==> config.mk <==
export PLATFORM = sky130hd
export DESIGN_NAME = mem_arbiter
export DESIGN_NICKNAME = d
export VERILOG_FILES = /design/src/rtl/mem_arbiter.sv
export SDC_FILE = /design/constraint.sdc
export NUM_CORES = 1
export LEC_CHECK = 0
export BUFFER_PORTS_ARGS = -buffer_cell sky130_fd_sc_hd__buf_2
export CAP_MARGIN = 15
export CORE_AREA = 2 2 131 133
export CTS_CLUSTER_SIZE = 25
export DETAILED_ROUTE_END_ITERATION = 10
export DIE_AREA = 0 0 133 135
export HOLD_SLACK_MARGIN = 0.08
export PLACE_DENSITY_LB_ADDON = 0.2
export RECOVER_POWER = 100
export SLEW_MARGIN = 20
export SYNTH_ARGS = -nofsm -noshare
export SYNTH_HDL_FRONTEND = slang
export SYNTH_SLANG_ARGS = --single-unit
==> constraint.sdc <==
create_clock -name CLK -period 2.1 [get_ports CLK]
set_clock_uncertainty 0.2 [all_clocks]
set_input_delay 0 -clock CLK [delete_from_list [all_inputs] [get_ports CLK]]
set_output_delay 0 -clock CLK [all_outputs]
set_load 0.01 [all_outputs]
==> src/rtl/mem_arbiter.sv <==
// Arbitrates the single RAM port between icache and dcache: dcache priority with starvation guard.
// Optional completion counters are built when MEM_ARB_STATS_EN is defined.
module mem_arbiter #(
    parameter int unsigned STARVE_MAX = 4,
    parameter int unsigned ADDR_W     = 32
) (
    input  logic              CLK,
    input  logic              nRST,
    input  logic              iREN,
    input  logic [ADDR_W-1:0] iaddr,
    output logic              iwait,
    output logic [ADDR_W-1:0] iload,
    input  logic              dREN,
    input  logic              dWEN,
    input  logic [ADDR_W-1:0] daddr,
    input  logic [ADDR_W-1:0] dstore,
    output logic              dwait,
    output logic [ADDR_W-1:0] dload,
    output logic              ramREN,
    output logic              ramWEN,
    output logic [ADDR_W-1:0] ramaddr,
    output logic [ADDR_W-1:0] ramstore,
    input  logic [ADDR_W-1:0] ramload,
    input  logic [1:0]        ramstate,
    output logic              merr,
    output logic [31:0]       icount,
    output logic [31:0]       dcount
);

    typedef enum logic [1:0] {IDLE, DSERV, ISERV} state_e;
    typedef enum logic [1:0] {RAM_FREE, RAM_BUSY, RAM_ACCESS, RAM_ERROR} ramstate_e;

    localparam logic [3:0] STARVE_LIM = 4'(STARVE_MAX);

    state_e     state_q, state_d;
    logic [3:0] starve_cnt_q, starve_cnt_d;
    logic       i_done, d_done;
    logic       ipri;

    assign iload = ramload;
    assign dload = ramload;
    assign ipri  = iREN && (starve_cnt_q == STARVE_LIM);

    // NOTE: every output gets a default before the case so no path can infer a latch.
    always_comb begin
        state_d  = state_q;
        iwait    = 1'b1;
        dwait    = 1'b1;
        ramREN   = 1'b0;
        ramWEN   = 1'b0;
        ramaddr  = '0;
        ramstore = '0;
        merr     = 1'b0;
        i_done   = 1'b0;
        d_done   = 1'b0;
        unique case (state_q)
            IDLE: begin
                if (ipri)              state_d = ISERV;
                else if (dREN || dWEN) state_d = DSERV;
                else if (iREN)         state_d = ISERV;
            end
            DSERV: begin
                ramaddr  = daddr;
                ramstore = dstore;
                if (!dREN && !dWEN) begin
                    state_d = IDLE;
                end else begin
                    ramWEN = dWEN;
                    ramREN = dREN && !dWEN;
                    if (ramstate == RAM_ACCESS) begin
                        dwait   = 1'b0;
                        d_done  = 1'b1;
                        state_d = IDLE;
                    end else if (ramstate == RAM_ERROR) begin
                        merr    = 1'b1;
                        state_d = IDLE;
                    end
                end
            end
            ISERV: begin
                ramaddr = iaddr;
                if (!iREN) begin
                    state_d = IDLE;
                end else begin
                    ramREN = 1'b1;
                    if (ramstate == RAM_ACCESS) begin
                        iwait   = 1'b0;
                        i_done  = 1'b1;
                        state_d = IDLE;
                    end else if (ramstate == RAM_ERROR) begin
                        merr    = 1'b1;
                        state_d = IDLE;
                    end
                end
            end
            default: state_d = IDLE;
        endcase
    end

    // Counts dcache wins while the icache keeps waiting; any icache gap restarts the count.
    always_comb begin
        starve_cnt_d = starve_cnt_q;
        if (i_done || !iREN)
            starve_cnt_d = '0;
        else if (d_done && starve_cnt_q < STARVE_LIM)
            starve_cnt_d = starve_cnt_q + 4'd1;
    end

    // NOTE: sequential state uses non-blocking assignments so all flops update together.
    always_ff @(posedge CLK or negedge nRST) begin
        if (!nRST) begin
            state_q      <= IDLE;
            starve_cnt_q <= '0;
        end else begin
            state_q      <= state_d;
            starve_cnt_q <= starve_cnt_d;
        end
    end

`ifdef MEM_ARB_STATS_EN
    logic [31:0] icount_q, icount_d, dcount_q, dcount_d;

    always_comb begin
        icount_d = icount_q;
        dcount_d = dcount_q;
        if (i_done && icount_q != 32'hFFFF_FFFF) icount_d = icount_q + 32'd1;
        if (d_done && dcount_q != 32'hFFFF_FFFF) dcount_d = dcount_q + 32'd1;
    end

    always_ff @(posedge CLK or negedge nRST) begin
        if (!nRST) begin
            icount_q <= '0;
            dcount_q <= '0;
        end else begin
            icount_q <= icount_d;
            dcount_q <= dcount_d;
        end
    end

    assign icount = icount_q;
    assign dcount = dcount_q;
`else
    assign icount = '0;
    assign dcount = '0;
`endif

endmodule

Word level (Yosys, flattened, before mapping)
Cells that the tools add are included.
{ "classes": {"magnitude_cmp": 1, "n_addsub": 1, "reduce_logical": 11, "n_mux": 32, "eq_ne": 6} }
{ "op_table": {"columns": ["cell", "n"], "rows": [
  ["32-bit case mux with 2 select lines", 1],
  ["32-bit two-way mux", 1],
  ["1-bit two-way mux", 18],
  ["2-bit two-way mux", 7],
  ["4-bit two-way mux", 2],
  ["2-bit equality test, second input constant", 3],
  ["2-bit case mux with 3 select lines", 1],
  ["4-bit by 1-bit adder with 4-bit output, second input constant", 1],
  ["4-bit by 3-bit equality test with 1-bit output, second input constant", 1],
  ["1-bit logical AND", 4],
  ["4-bit by 3-bit less-than comparator with 1-bit output, second input constant", 1],
  ["4-bit != test, second input constant", 1],
  ["1-bit case mux with 2 select lines", 2],
  ["1-bit zero test", 3],
  ["2-bit by 1-bit equality test with 1-bit output, second input constant", 1],
  ["2-bit zero test", 1],
  ["1-bit logical OR", 2],
  ["2-bit nonzero test", 1]
]} }
{ "totals": {"output_inout_bits": 197, "regBits": 6, "word_cells": 53, "input_bits": 135} }

Logic depth before layout (Yosys ltp)
{ "depth": {"ltp_word": 7, "ltp_mapped": 7, "depth_no_buf": 5} }

Least setup slack after synthesis
No wires, ideal clock.
{ "synth_path": {"path_type": "flip-flop to flip-flop", "from": "register state_q[0]", "to": "register state_q[1]", "slack_ns": 0.285, "n_path_buf": 1, "setup_ns": 0.121, "required_ns": 1.779, "stages_incl_launch_ff": 7, "period_less_slack_ns": 1.815, "arrival_time_ns": 1.494, "cell_sequence": "dfrtp_1 -> inv_1 -> ha_1 -> clkbuf_1 -> and4bb_2 -> a221o_1 -> a22o_1"} }
{ "synth_between": {"elab_chain_len": 2, "word_cells_on_any_way": 5, "cone_classes": "eq/ne: 3; mux: 1; reduce/logical: 1"} }
{ "synth_lines": {"columns": ["element", "line", "source"], "rows": [
  ["start, declared", "35", "state_e state_q, state_d;"],
  ["start signal, assigned", "115", "state_q <= state_d;"],
  ["2-bit equality test (tied with other cells)", "56", "unique case (state_q)"],
  ["2-bit case mux with 3 select lines or 4-bit != test (tied branches)", null, null]
]} }
Parallel ways exist; a longest one is shown, timed or not.
A chain may end at the register's enable or synchronous reset.

Worst setup path in the final report
{ "layout_path": {"from": "register state_q[0]", "to": "output ramREN"} }
{ "layout_between": {"elab_chain_len": 2, "word_cells_on_any_way": 3, "cone_classes": "eq/ne: 2; mux: 1"} }
{ "layout_lines": {"columns": ["element", "line", "source"], "rows": [
  ["2-bit equality test or 2-bit by 1-bit equality test with 1-bit output (tied branches)", "56", null],
  ["1-bit case mux with 2 select lines *", "56", null],
  ["end, declared", "19", "output logic ramREN,"]
]} }
Every way passes the cells marked *; elsewhere a longest branch is shown, timed or not.

==> out/metrics.cfg <==
[floorplan]
fp-row-count=47
die_area_um2=18000
ios=332
die_h_um=135
initial_core_util_pct=12.9
placeableCoreArea_um2=16400
die_x_um=133

[finish]
drive_gt1_share_pct=30.4
diodes=0
syn2layout_area_growth_pct=37.8
fin_nets=570
finish.utilization_pct=17.8

[synth]
synth-seq-cells=6
yosys_most_used_dff=dfrtp_1
synth_compound_area_share_pct=15.6
synth_warnings=0
yosysTopAreaCellShare_pct=45.3
synthArstFlopShare_pct=100
synth_xor_area_share_pct=0
synth_common_cells=buf_4, and2_1, a22oi_1, nor2b_1, clkbuf_1
yosysTopAreaCell=buf_4
synth-edff-count=0
yosys.cell_count.top_type=buf_4
synth_fa_ha_area_share_pct=3.54
synth-simple-area-share_pct=24.7
synthMuxAreaShare_pct=0
synth.yosys.seq_area_share_pct=7.08
synth.area.top_cells=buf_4, a22oi_1, and2_1, nor2b_1, dfrtp_1
synth_top_family_by_area=buffers and inverters
syn_area_um2=2120
synth_cells=290
synth_cell_type_count=28
synth_area_per_cell_um2=7.31

[critical_path]
path_buf_inv=3
cp_top_family=buffers and inverters
rr_startpoint=state_q[0]
reg2reg_depth=5
crit_chain=inv_1, ha_1, clkbuf_8, nand2_1, o21ai_0, and2_1, buf_2
r2r_slack_ps=330
crit_fanout=35
critical_path_required_ps=1900
crit_path_start_kind=flop
cpPeakStageDelay_ps=410
cp-end-kind=primary output
critical_path_class=reg -> out
reg2reg_to=state_q[1]
critical_path_arrival_ps=1720
cp_slowest_cell=dfrtp_1

[global_route]
grt_max_degree=36
grt_pass1_vias=2064
grt_antenna_before_repair=0
grt_pass1_wl_um=10100
grtUsageTotal_pct=7.02
overflow=0

[flow_run]
max-cap-violations=0

[timing]
slew_viol_final=0
fin_setup_tns_ps=0
post-route-period-util_pct=91.6
setup_viol=0
relSlewSlack_pct=67.3
worst_slew_pin_slew_ps=486
hold_slack_ps=100
rsz0062_at_grt=no
finalHoldViolations=0
period_minus_slack_ps=1920
fmax_mhz=520

[min_path]
min_to=ramstore[1]
hp-class=in -> out
hold_depth=3
min-delay-start=dstore[1]

[power_and_ir_drop]
swShare_pct=49.8
p_int_mw=1.15
pwr-share-seq_pct=6.6
power_density_nw_per_um2=784
p_comb_share_pct=79.9
pwr-share-clk_pct=13.5
leakagePower_nw=1.36
power_switching_mw=1.14
ir_worst_vdd_mv=0.226

[route]
wl_met1_um=2480
vias=2242
drtAntennaViolNets=0
drc_errors=0
drt-wirelength-per-cell_um=11.6
drtPass1Iterations=4
highest_layer=met4
wl_um=7500
wl_met3_um=695
drt_iter0_drc=56
wl_met2_um=4270
viasPerCell=3.47

[clocking]
cts_tree=yes
worstSkewPairLatency_ps=230
cts_setup_buffers=0
ctsLongestPathBuffers=2
cts_root_buffer=clkbuf_16
cts_sinks=6
htreeDepth=1
clkSlewWorstSetupHoldPaths_ps=30
cts_made_buffers=3

[placed_design]
io_buffers=171
gp_congestion=0.769
dp_hpwl_um=5980

[run_status]
status=completed

-- power groups by stage --
stage / registers [mW] / clock network, mW / logic (mW)
6_report: 0.151 / 0.309 / 1.83
5_1_grt: 0.154 / 0.320 / 2.03
4_1_cts: 0.151 / 0.315 / 1.92
3_5_place_dp: 0.152 / 0 / 1.81
3_3_place_gp: 0.151 / 0 / 1.79
2_1_floorplan: 0.148 / 0 / 1.28
-- timing repair --
| item | CTS | global route |
|---|---|---|
| endpoints found under the hold margin | 75 | 0 |
| endpoints found under the setup margin | 0 | 2 |
| hold buffers | 38 | 0 |
| gates resized for setup | 0 | 4 |
-- worst max path at each step --
stage / from / end / slack (ps) / depth (start not counted)
detailed placement: state_q[1] / ramREN / 270 / 7
CTS: state_q[1] / ramREN / 30 / 7
finish: state_q[0] / ramREN / 180 / 7
floorplan: state_q[0] / state_q[1] / 280 / 6
global route: state_q[1] / ramREN / 3 / 7
global placement: state_q[0] / ramREN / 350 / 7
-- worst register-to-register path, cell delays in order, from the launching register on --
cell      delay [ps]
dfrtp_1          390
inv_1             80
ha_1             220
and4bb_2         230
a221o_1          290
a22o_1           240
-- state kept, by name, indices dropped and copies added (netlist names) --
signal        cells
state_q           2
starve_cnt_q      4
-- routing by layer --
| metal | track usage, % | vias up |
|---|---|---|
| met4 | 1.97 | 0 |
| met5 | 0 | - |
| li1 | - | 1036 |
| met3 | 0.526 | 5 |
| met2 | 15.2 | 202 |
| met1 | 6.95 | 999 |
-- logic make-up after synthesis --
logic type,count (synthesis)
DFF,6
other,1
AOI/OAI and AO/OA,45
buffers and inverters,148
adders and majority gates,6
and+or+nand+nor,84
-- cells in the final DEF, fill, tap and decap left out, types with 3 or more instances in the layout --
master and n:
dfrtp_1 6, dlygate4sd3_1 38, conb_1 64, and2_0 11, ha_1 5, nor2_1 3, clkbuf_16 3, a22oi_1 32
inv_1 6, and2_1 23, nand2_1 4, clkbuf_1 54, o21ai_0 4, buf_2 117, a21oi_1 3, nor2b_1 32
-- stage by stage --
step | cell area (um^2) | setup WS [ps] | total power, mW | std cells
after floorplan | 2360 | 285 | 1.43 | 353
after global placement | 2520 | 351 | 1.94 | 606
after detailed placement | 2520 | 271 | 1.96 | 606
after CTS | 2970 | 27.8 | 2.39 | 647
after global routing | 2920 | 2.85 | 2.50 | 647
final | 2920 | 176 | 2.29 | 647
-- area by class of cell --
cell class / count / area (um^2)
tap: 220 / 275
multi-input combinational: 199 / 1170
inverter: 6 / 22.5
sequential: 6 / 150
fill: 1900 / 13500
timing repair buffer: 213 / 1220
clock buffer: 3 / 75.1
Note: power is estimated with default switching activity, not from simulation.
